`src/rtl/encoder_83_evt.sv`:
```
// Sequential 8-to-3 priority event encoder with valid/ready output and 74x148-style
// cascade/status pins. Requests on I_n are synchronised, latched as pending, drained highest first.
module encoder_83_evt #(
   parameter bit EDGE_DET = 1'b1
) (
   input  logic       clk,
   input  logic       rst_n,
   input  logic       EI_n,
   input  logic [7:0] I_n,
   output logic [2:0] A,
   output logic       valid,
   input  logic       ready,
   output logic       GS_n,
   output logic       EO_n,
   output logic       overflow
);

   typedef enum logic {IDLE, PRESENT} state_t;

   state_t     state_q, state_d;
   logic [7:0] s1_q, s1_d;
   logic [7:0] s2_q, s2_d;
   logic [7:0] s2_dly_q, s2_dly_d;
   logic [7:0] pend_q, pend_d;
   logic [2:0] a_q, a_d;
   logic       ovf_q, ovf_d;
   logic [7:0] evt, clr_mask, rest;
   logic       accept;

   function automatic logic [2:0] top_idx(input logic [7:0] v);
      top_idx = 3'd0;
      for (int i = 0; i < 8; i++)
         if (v[i]) top_idx = i[2:0];
   endfunction

   always_comb begin
      s1_d     = I_n;
      s2_d     = s1_q;
      s2_dly_d = s2_q;

      evt = EDGE_DET ? (s2_dly_q & ~s2_q) : ~s2_q;
      if (EI_n) evt = 8'h00;

      accept   = (state_q == PRESENT) && ready;
      clr_mask = accept ? (8'b1 << a_q) : 8'h00;
      // A new event on the bit being cleared keeps it pending (set wins).
      rest     = (pend_q & ~clr_mask) | evt;
      pend_d   = rest;
      ovf_d    = EDGE_DET & (|(evt & pend_q & ~clr_mask));

      state_d = state_q;
      a_d     = a_q;
      case (state_q)
         IDLE: begin
            if (|pend_q) begin
               a_d     = top_idx(pend_q);
               state_d = PRESENT;
            end
         end
         PRESENT: begin
            // A is frozen until accepted; higher newcomers wait for the next load.
            if (accept) begin
               if (|rest) a_d = top_idx(rest);
               else       state_d = IDLE;
            end
         end
         default: state_d = IDLE;
      endcase
   end

   always_ff @(posedge clk or negedge rst_n) begin
      if (!rst_n) begin
         s1_q     <= 8'hFF;
         s2_q     <= 8'hFF;
         s2_dly_q <= 8'hFF;
         pend_q   <= 8'h00;
         a_q      <= 3'd0;
         ovf_q    <= 1'b0;
         state_q  <= IDLE;
      end else begin
         s1_q     <= s1_d;
         s2_q     <= s2_d;
         s2_dly_q <= s2_dly_d;
         pend_q   <= pend_d;
         a_q      <= a_d;
         ovf_q    <= ovf_d;
         state_q  <= state_d;
      end
   end

   assign A        = a_q;
   assign valid    = (state_q == PRESENT);
   assign overflow = ovf_q;
   assign GS_n     = ~((|pend_q) | valid);
   assign EO_n     = ~(~EI_n & ~(|pend_q) & ~valid);

endmodule
```
`config.mk`:
```
export PLATFORM = sky130hd
export DESIGN_NAME = encoder_83_evt
export DESIGN_NICKNAME = d
export VERILOG_FILES = /design/src/rtl/encoder_83_evt.sv
export SDC_FILE = /design/constraint.sdc
export NUM_CORES = 1
export LEC_CHECK = 0
export CAP_MARGIN = 20
export CORE_MARGIN = 3
export CORE_UTILIZATION = 32
export CTS_CLUSTER_DIAMETER = 120
export CTS_CLUSTER_SIZE = 30
export DETAILED_ROUTE_END_ITERATION = 7
export GPL_TIMING_DRIVEN = 0
export PLACE_DENSITY = 0.51
export SYNTH_ARGS = -nofsm -noshare
export SYNTH_HDL_FRONTEND = slang
export SYNTH_SLANG_ARGS = --single-unit
```
`constraint.sdc`:
```
create_clock -name clk -period 2.8 [get_ports clk]
set_clock_uncertainty 0.15 [all_clocks]
set_input_delay 0.56 -clock clk [delete_from_list [all_inputs] [get_ports clk]]
set_output_delay 0.56 -clock clk [all_outputs]
set_load 0.05 [all_outputs]
```
==> Word-level counts from Yosys, hierarchy flattened <==
Cells that the tools add are included.
{ "totals": {"reg_bits": 37, "in_bits": 12, "word_cells": 55} }
{ "classes": {"eq_ne": 3, "shift": 1, "muxes": 24, "bitwise_logic": 15, "n_reduce_logical": 5} }
{ "op_table": {"columns": ["op", "count"], "rows": [
  ["3-bit two-way mux", 15],
  ["8-bit bitwise AND", 4],
  ["8-bit OR reduction", 3],
  ["8-bit two-way mux", 2],
  ["8-bit inverter", 2],
  ["8-bit OR", 1],
  ["1-bit by 3-bit left shift with 8-bit output, first input constant", 1],
  ["3-bit case mux with 2 select lines", 1],
  ["1-bit two-way mux", 5],
  ["1-bit inverter", 5],
  ["2-bit by 1-bit inequality test with 1-bit output, second input constant", 2],
  ["3-bit AND reduction", 1],
  ["1-bit bitwise AND", 2],
  ["2-bit inequality test, second input constant", 1],
  ["1-bit case mux with 2 select lines", 1],
  ["1-bit logical AND", 1],
  ["1-bit OR", 1]
]} }

==> Longest topological paths before layout <==
Gate-level depths: netlist (run 1).
{ "depth": {"ltp_word": 15, "depth_mapped": 8} }

==> Least setup slack after synthesis (run 1) <==
OpenSTA, ideal clock, no wires.
{ "synth_timing": {"path_type": "reg2out", "from": "reg state_q, in the netlist valid", "to": "out EO_n", "arrival_ns": 1.971, "setup_slack_ns": 0.119, "stages_incl_launch_ff": 4, "n_path_buf": 0, "cell_sequence": "dfrtp_1 > nor3_1 > and3_1 > nand2b_1"} }
{ "synth_between": {"elab_chain_len": 3} }
{ "synth_rtl": {"columns": ["item", "line", "text"], "rows": [
  ["from (decl)", "20", "state_t state_q, state_d;"],
  ["from (signal assigned)", "87", "state_q <= state_d;"],
  ["1-bit inverter", null, null],
  ["1-bit bitwise AND", "95", "assign EO_n = ~(~EI_n & ~(|pend_q) & ~valid);"],
  ["1-bit inverter", "95", null],
  ["to (decl)", "14", "output logic EO_n,"]
]} }
No other way between the ends.

==> Final worst setup path (run 1) <==
{ "layout_timing": {"from": "in ready", "to": "reg a_q[2], in the netlist A[2]"} }
{ "layout_between": {"word_cells_on_any_way": 17} }
{ "layout_rtl": {"columns": ["item", "line", "text"], "rows": [
  ["from (decl)", "12", "input logic ready,"],
  ["1-bit logical AND", "44", "accept = (state_q == PRESENT) && ready;"],
  ["8-bit two-way mux", "45", "clr_mask = accept ? (8'b1 << a_q) : 8'h00;"],
  ["8-bit inverter", "47", "rest = (pend_q & ~clr_mask) | evt;"],
  ["8-bit bitwise AND", "47", null],
  ["8-bit OR", "47", null],
  ["via pend_d[1]", "24", "logic [7:0] pend_q, pend_d;"],
  ["8-bit OR reduction", "63", "if (|rest) a_d = top_idx(rest);"],
  ["2-bit by 1-bit inequality test with 1-bit output (no line)", null, null],
  ["3-bit AND reduction (no line)", null, null],
  ["to (signal assigned)", "77", "a_q <= 3'd0;"],
  ["to (signal assigned)", "85", "a_q <= a_d;"],
  ["to (decl)", "25", "logic [2:0] a_q, a_d;"]
]} }
The timed path passes the listed nets, and every way through them passes these cells. The select of a mux whose other input is x is not followed.
A chain may end at the register's enable or synchronous reset.

==> metrics.md, run 1 <==
| Metric | Value |
|---|---|
| Top post-synthesis cells by area | `dfstp_2 (42%), dfrtp_1 (21%), a21oi_1 (3.0%), o21ai_0 (3.0%), nand2_1 (2.7%)` |
| Hold bufs inserted after CTS | `0` |
| Skew-Pair Late Insertion Delay | `0.29 ns` |
| Post-Syn Area per Cell | `11.9 sq um` |
| FILL cells | `427` |
| CP max stage delay | `0.58 ns` |
| Max Fclk | `378 MHz` |
| Area delta synth->final | `20.5%` |
| Actual slew at the worst max-slew pin | `0.789 ns` |
| DIE HEIGHT | `74.9 um` |
| Hold WS | `0.195 ns` |
| Synth top area share | `0.415` |
| WP data required | `2.83 ns` |
| CP Launch Type | `input port` |
| Post-DRT Antenna Nets | `0` |
| Clock Tree Root | `clkbuf_8` |
| WP data arrival | `2.67 ns` |
| Asr flop ratio synth | `1.00` |
| Slew HR | `0.474` |
| Pwr Total | `0.00143 W` |
| Resized Gates After CTS | `2` |
| Chip width | `74.9 um` |
| Post-Synthesis Cells | `128` |
| Worst-path maximum fanout | `6` |
| Hold Vio Cnt, Final | `0` |
| First-pass GRT wire length | `4990 um` |
| Total gr overflow | `0` |
| Top_reg_cell synth | `dfstp_2` |
| PD cells | `781 mW/mm^2` |
| Antenna violations before repair | `0` |
| RSZ-0062 raised after global routing | `false` |
| GP Congestion | `0.914` |
| Status | `completed` |
| Register area share after synthesis | `0.629` |
| Site row count | `24` |
| Vias in the first global route | `1,006` |
| Max-cap violations | `0` |
| Ant diodes | `0` |
| Initial Utilization | `0.339` |
| CTS tree | `yes` |
| Share of cells above drive strength 1 | `0.255` |
| Drt first pass iters | `4` |
| VDD IR max | `0.222 mV` |
| CP max-delay cell | `clkdlybuf4s50_1` |
| Count leader, synth | `dfstp_2` |
| YS warnings | `0` |
| Die area | `0.00561 sq mm` |
| Synth top cells by count | `dfstp_2 (24), dfrtp_1 (13), nand2_1 (11)` |
| WL/cell | `14.6 um` |
| Leakage | `0.720 nW` |
| CTS Buf Count | `5` |
| Port bufs | `17` |
| Synth Register Bits | `37` |
| CTS max path bufs | `2` |
| Total core area | `0.00447 sq mm` |
| Initial drt markers | `57` |
| Critical path type | `input port to flop` |
| Syn nets | `140` |
| Post-layout net count | `164` |
| Final worst path period need | `2.65 ns` |
| Detailed placement HPWL | `2080 um` |
| Reg clk slew, reported paths | `0.08 ns` |
| Final Cycle Share | `0.945` |
| Post-CTS Repair Setup Buffers | `0` |
| Crit path cell chain | `clkdlybuf4s50_1 > or3b_1 > a221o_1 > nor4_4 > a221oi_2 > mux2_1` |
| GRT Total Usage | `0.124` |
| H-tree Lvls | `2` |
| Vias | `1,065` |
| Distinct cells, synth | `37` |
| Drc violations | `0` |
| HP Class | `input port to async pin` |
| Leading area contributor after synthesis | `dfstp_2` |
| Final core utilization | `0.409` |
| Mapped Area | `0.00152 sq mm` |
| TritonCTS Sinks | `37` |
| Drt total wl | `2990 um` |
| I/O pins | `19` |
| Worst Setup End Kind | `flop` |
| Largest net degree at the start of global routing | `38` |
| Post-synth EDFFs | `0` |
| Setup Viol. Count Final | `0` |
| Vias per Instance | `5.20` |
| Pins over their slew limit | `0` |
| Final TNS setup | `0 ns` |
-- final cells by class --
| cell class | count | area (sq um) | share of cell area |
|---|---|---|---|
| Clock buffer | 6 | 72.6 | 0.0396 |
| Clock inverter | 2 | 10.0 | 0.00547 |
| Sequential cell | 37 | 956 | 0.522 |
| Buffer | 1 | 11.3 | 0.00615 |
| Multi-Input combinational cell | 85 | 532 | 0.290 |
| Tap cell | 52 | 65.1 | 0.0355 |
| Timing Repair Buffer | 17 | 164 | 0.0895 |
| Inverter | 5 | 20.0 | 0.0109 |
-- final timing paths --
kind / start / end / slack, ns / cells after the start
worst max-delay path: ready / A[2] / 0.15 / 6
max in group asynchronous: rst_n / pend_q[7] / 1.80 / 1
min in group clk: s1_q[6] / s2_dly_d[6] / 0.21 / 0
worst min register to register: s1_q[6] / s2_dly_d[6] / 0.21 / 0
worst min-delay path: rst_n / A[1] / 0.20 / 1
worst max register to register: A[2] / A[2] / 0.47 / 5
-- state kept, by name, indices dropped and copies added, names as in the netlist --
signal,cells
overflow,1
s1_q,8
A,3
s2_dly_q,8
pend_q,8
s2_dly_d,8
valid,1
-- worst max-delay path: cells and delay by family --
family                 cells  cell delay (ns)
and+or+nand+nor            2             0.70
buffers and inverters      1             0.58
AOI/OAI and AO/OA          2             0.50
muxes                      1             0.33
-- logic make-up after synthesis --
group	synth area share
buffers and inverters	0.0206
AOI/OAI and AO/OA	0.152
DFF	0.629
and+or+nand+nor	0.176
muxes	0.0222
-- power by group --
group | switching [W] | leakage [nW] | internal (W) | total (W)
Combinational | 0.000225 | 0.293 | 0.000154 | 0.000380
Sequential | 0.0000818 | 0.381 | 0.000615 | 0.000697
Clock | 0.000181 | 0.0450 | 0.000172 | 0.000353
-- metrics by stage --
stage	instance area [sq um]	std cells	setup WS [ns]
2_1_floorplan	1520	128	0.119
3_3_place_gp	1750	197	-0.117
3_5_place_dp	1750	197	-0.139
4_1_cts	1830	205	0.117
5_1_grt	1830	205	0.0121
6_report	1830	205	0.155
-- cells in the final DEF (no fill, tap or decap), types with 2 or more instances in the layout --
cell type	instances
dfstp_2	24
nand2b_1	4
o21ai_0	9
o21bai_1	2
nor3b_1	4
inv_1	4
a21o_1	2
a21oi_1	9
dfrtp_1	13
clkdlybuf4s50_1	14
nand2_1	11
nor2_1	9
clkbuf_8	5
clkinv_2	3
and3_1	3
mux2_1	3
a31oi_1	2
a211oi_1	2
nor3_1	3
nand3_1	2
o211ai_1	3
-- metal layers --
metal  GRT usage  vias to the layer above  part of all wire  routed length, um
li1            -                      507                 -                  -
met1       0.175                      515              0.48               1420
met5           0                        -                 0                  0
met4      0.0474                        0             0.012                 36
met3      0.0441                        6             0.059                176
met2       0.172                       37              0.45               1350
Note: power is estimated with default switching activity, not from simulation.
==> run 2, diff against run 1 <==
--- a/config.mk
+++ b/config.mk
@@ -6,7 +6,7 @@
 export NUM_CORES = 1
 export LEC_CHECK = 0
 export CAP_MARGIN = 20
-export CORE_MARGIN = 3
+export CORE_MARGIN = 1
 export CORE_UTILIZATION = 32
 export CTS_CLUSTER_DIAMETER = 120
 export CTS_CLUSTER_SIZE = 30
==> run 2 against run 1 <==
Maximum frequency shrank 0.19%. Routed wire length grew 1.5%. Combinational power about the same. Sequential share of layout area did not move. Worst setup slack worse by 0.0051 ns. Non-clock buffer count stayed put. Critical endpoint is now GS_n. Via count grew 2.1%. First-iteration DRC count grew 58%.
==> metrics.md, run 2 (synthesized netlist as in run 1, its figures left out) <==
| Metric | Value |
|---|---|
| Leakage | `0.720 nW (unchanged)` |
| Reg clk slew, reported paths | `0.07 ns (about the same)` |
| Max-cap violations | `0 (unchanged)` |
| Vias per Instance | `5.30 (+2.1%)` |
| Initial Utilization | `0.342 (+0.00229)` |
| Skew-Pair Late Insertion Delay | `0.28 ns (about the same)` |
| Final TNS setup | `0 ns (unchanged)` |
| Actual slew at the worst max-slew pin | `0.789 ns (+0.000393 ns)` |
| Fin cells | `205 (unchanged)` |
| Chip width | `70.9 um (-5.3%)` |
| Final Cycle Share | `0.947 (+0.00184)` |
| Pwr Total | `0.00144 W (+0.39%)` |
| Commonest non-fill, non-tap cell in the layout | `dfstp_2` |
| Largest net degree at the start of global routing | `38 (unchanged)` |
| CTS Buf Count | `5 (unchanged)` |
| PD cells | `784 mW/mm^2 (+0.39%)` |
| Drt first pass iters | `6 (+2)` |
| Vias in the first global route | `1,053 (+4.7%)` |
| Total gr overflow | `0 (unchanged)` |
| CTS max path bufs | `2 (unchanged)` |
| Port bufs | `17 (unchanged)` |
| Post-DRT Antenna Nets | `0 (unchanged)` |
| First-pass GRT wire length | `5180 um (+3.9%)` |
| CTS tree | `yes` |
| Antenna violations before repair | `0 (unchanged)` |
| Area delta synth->final | `20.5% (unchanged)` |
| Post-layout net count | `164 (unchanged)` |
| CP Launch Type | `flop` |
| Hold bufs inserted after CTS | `0 (unchanged)` |
| Most frequent cells in the layout | `dfstp_2 (24), clkdlybuf4s50_1 (14), dfrtp_1 (13)` |
| Ant diodes | `0 (unchanged)` |
| Slew HR | `0.474 (about the same)` |
| Resized Gates After CTS | `2 (unchanged)` |
| I/O pins | `19 (unchanged)` |
| VDD IR max | `0.324 mV (+46%)` |
| Clock Tree Root | `clkbuf_8` |
| DIE HEIGHT | `70.9 um (-5.3%)` |
| Total core area | `0.00444 sq mm (-0.67%)` |
| Pins over their slew limit | `0 (unchanged)` |
| WL/cell | `14.8 um (+1.5%)` |
| TritonCTS Sinks | `37 (unchanged)` |
| Detailed placement HPWL | `2150 um (+3.2%)` |
| H-tree Lvls | `2 (unchanged)` |
| Status | `completed` |
| Final worst path period need | `2.65 ns (+0.00514 ns)` |
| Crit path cell chain | `nor3_1 > and3_1 > clkdlybuf4s15_1` |
| Drt total wl | `3040 um (+1.5%)` |
| Drc violations | `0 (unchanged)` |
| HP Class | `input port to async pin` |
| FILL cells | `431 (+0.94%)` |
| Die area | `0.00503 sq mm (-10%)` |
| Initial drt markers | `90 (+58%)` |
| RSZ-0062 raised after global routing | `false` |
| CP max stage delay | `0.52 ns (-0.06 ns)` |
| Critical path type | `flop to output pin` |
| WP data arrival | `1.94 ns (-0.73 ns)` |
| Site row count | `24 (unchanged)` |
| Post-CTS Repair Setup Buffers | `0 (unchanged)` |
| CP max-delay cell | `clkdlybuf4s15_1` |
| Worst-path maximum fanout | `9 (+3)` |
| Hold WS | `0.194 ns (-0.00163 ns)` |
| GRT Total Usage | `0.137 (+0.0135)` |
| Max Fclk | `377 MHz (-0.19%)` |
| Share of cells above drive strength 1 | `0.255 (unchanged)` |
| Vias | `1,087 (+2.1%)` |
| Worst Setup End Kind | `output pin` |
| Setup Viol. Count Final | `0 (unchanged)` |
| Hold Vio Cnt, Final | `0 (unchanged)` |
| GP Congestion | `0.834 (-8.7%)` |
| WP data required | `2.09 ns (-0.74 ns)` |
| Dpl cells | `197 (unchanged)` |
## run 2: cell counts in the layout (fill, tap and decap cells not counted)
No cell type changed its count.
## run 2: final timing paths
path / slack (ns) / to / from / cells past startpoint
hold / removal: 0.19 / A[1] / rst_n / 1
setup / recovery: 0.15 / GS_n / valid / 3
hold reg to reg: 0.20 / s2_dly_d[7] / s1_q[7] / 0
max in group asynchronous: 1.79 / A[0] / rst_n / 1
min in group clk: 0.20 / s2_dly_d[7] / s1_q[7] / 0
setup reg to reg: 0.49 / A[0] / A[2] / 5
## run 2: critical path, delay by kind of cell, from the launching register on
family,cells,cell delay [ns]
buffers and inverters,1,0.52
DFF,1,0.51
and+or+nand+nor,2,0.63
## run 2: per-stage QoR
step | util | setup WS, ns | instance area (sq um)
floorplan | - | 0.119 | 1520
global placement | 0.395 | -0.121 | 1750
CTS | 0.412 | 0.116 | 1830
detailed placement | 0.394 | -0.122 | 1750
global route | 0.412 | 0.0262 | 1830
finish | 0.412 | 0.149 | 1830
## run 2: per-layer routing
layer  global-route usage  up-vias  wire length [um]
met5                    0        -                 0
met4               0.0444        0                33
met3               0.0427        4               142
met2                0.207       30              1460
met1                0.189      551              1400
li1                     -      502                 -
## run 2: where the power goes
group,switching (W),total [W],internal [W]
clock network,0.000180,0.000352,0.000172
logic,0.000227,0.000382,0.000154
registers,0.0000866,0.000701,0.000615
total,0.000494,0.00144,0.000941
## run 2: layout make-up
cell class	instances	area (sq um)	share of cell area
inverter	5	20.0	0.0109
buffer	1	11.3	0.00615
clock buffer	6	72.6	0.0396
timing repair buffer	17	164	0.0895
tap	52	65.1	0.0355
multi-input combinational	85	532	0.290
sequential	37	956	0.522
clock inverter	2	10.0	0.00547
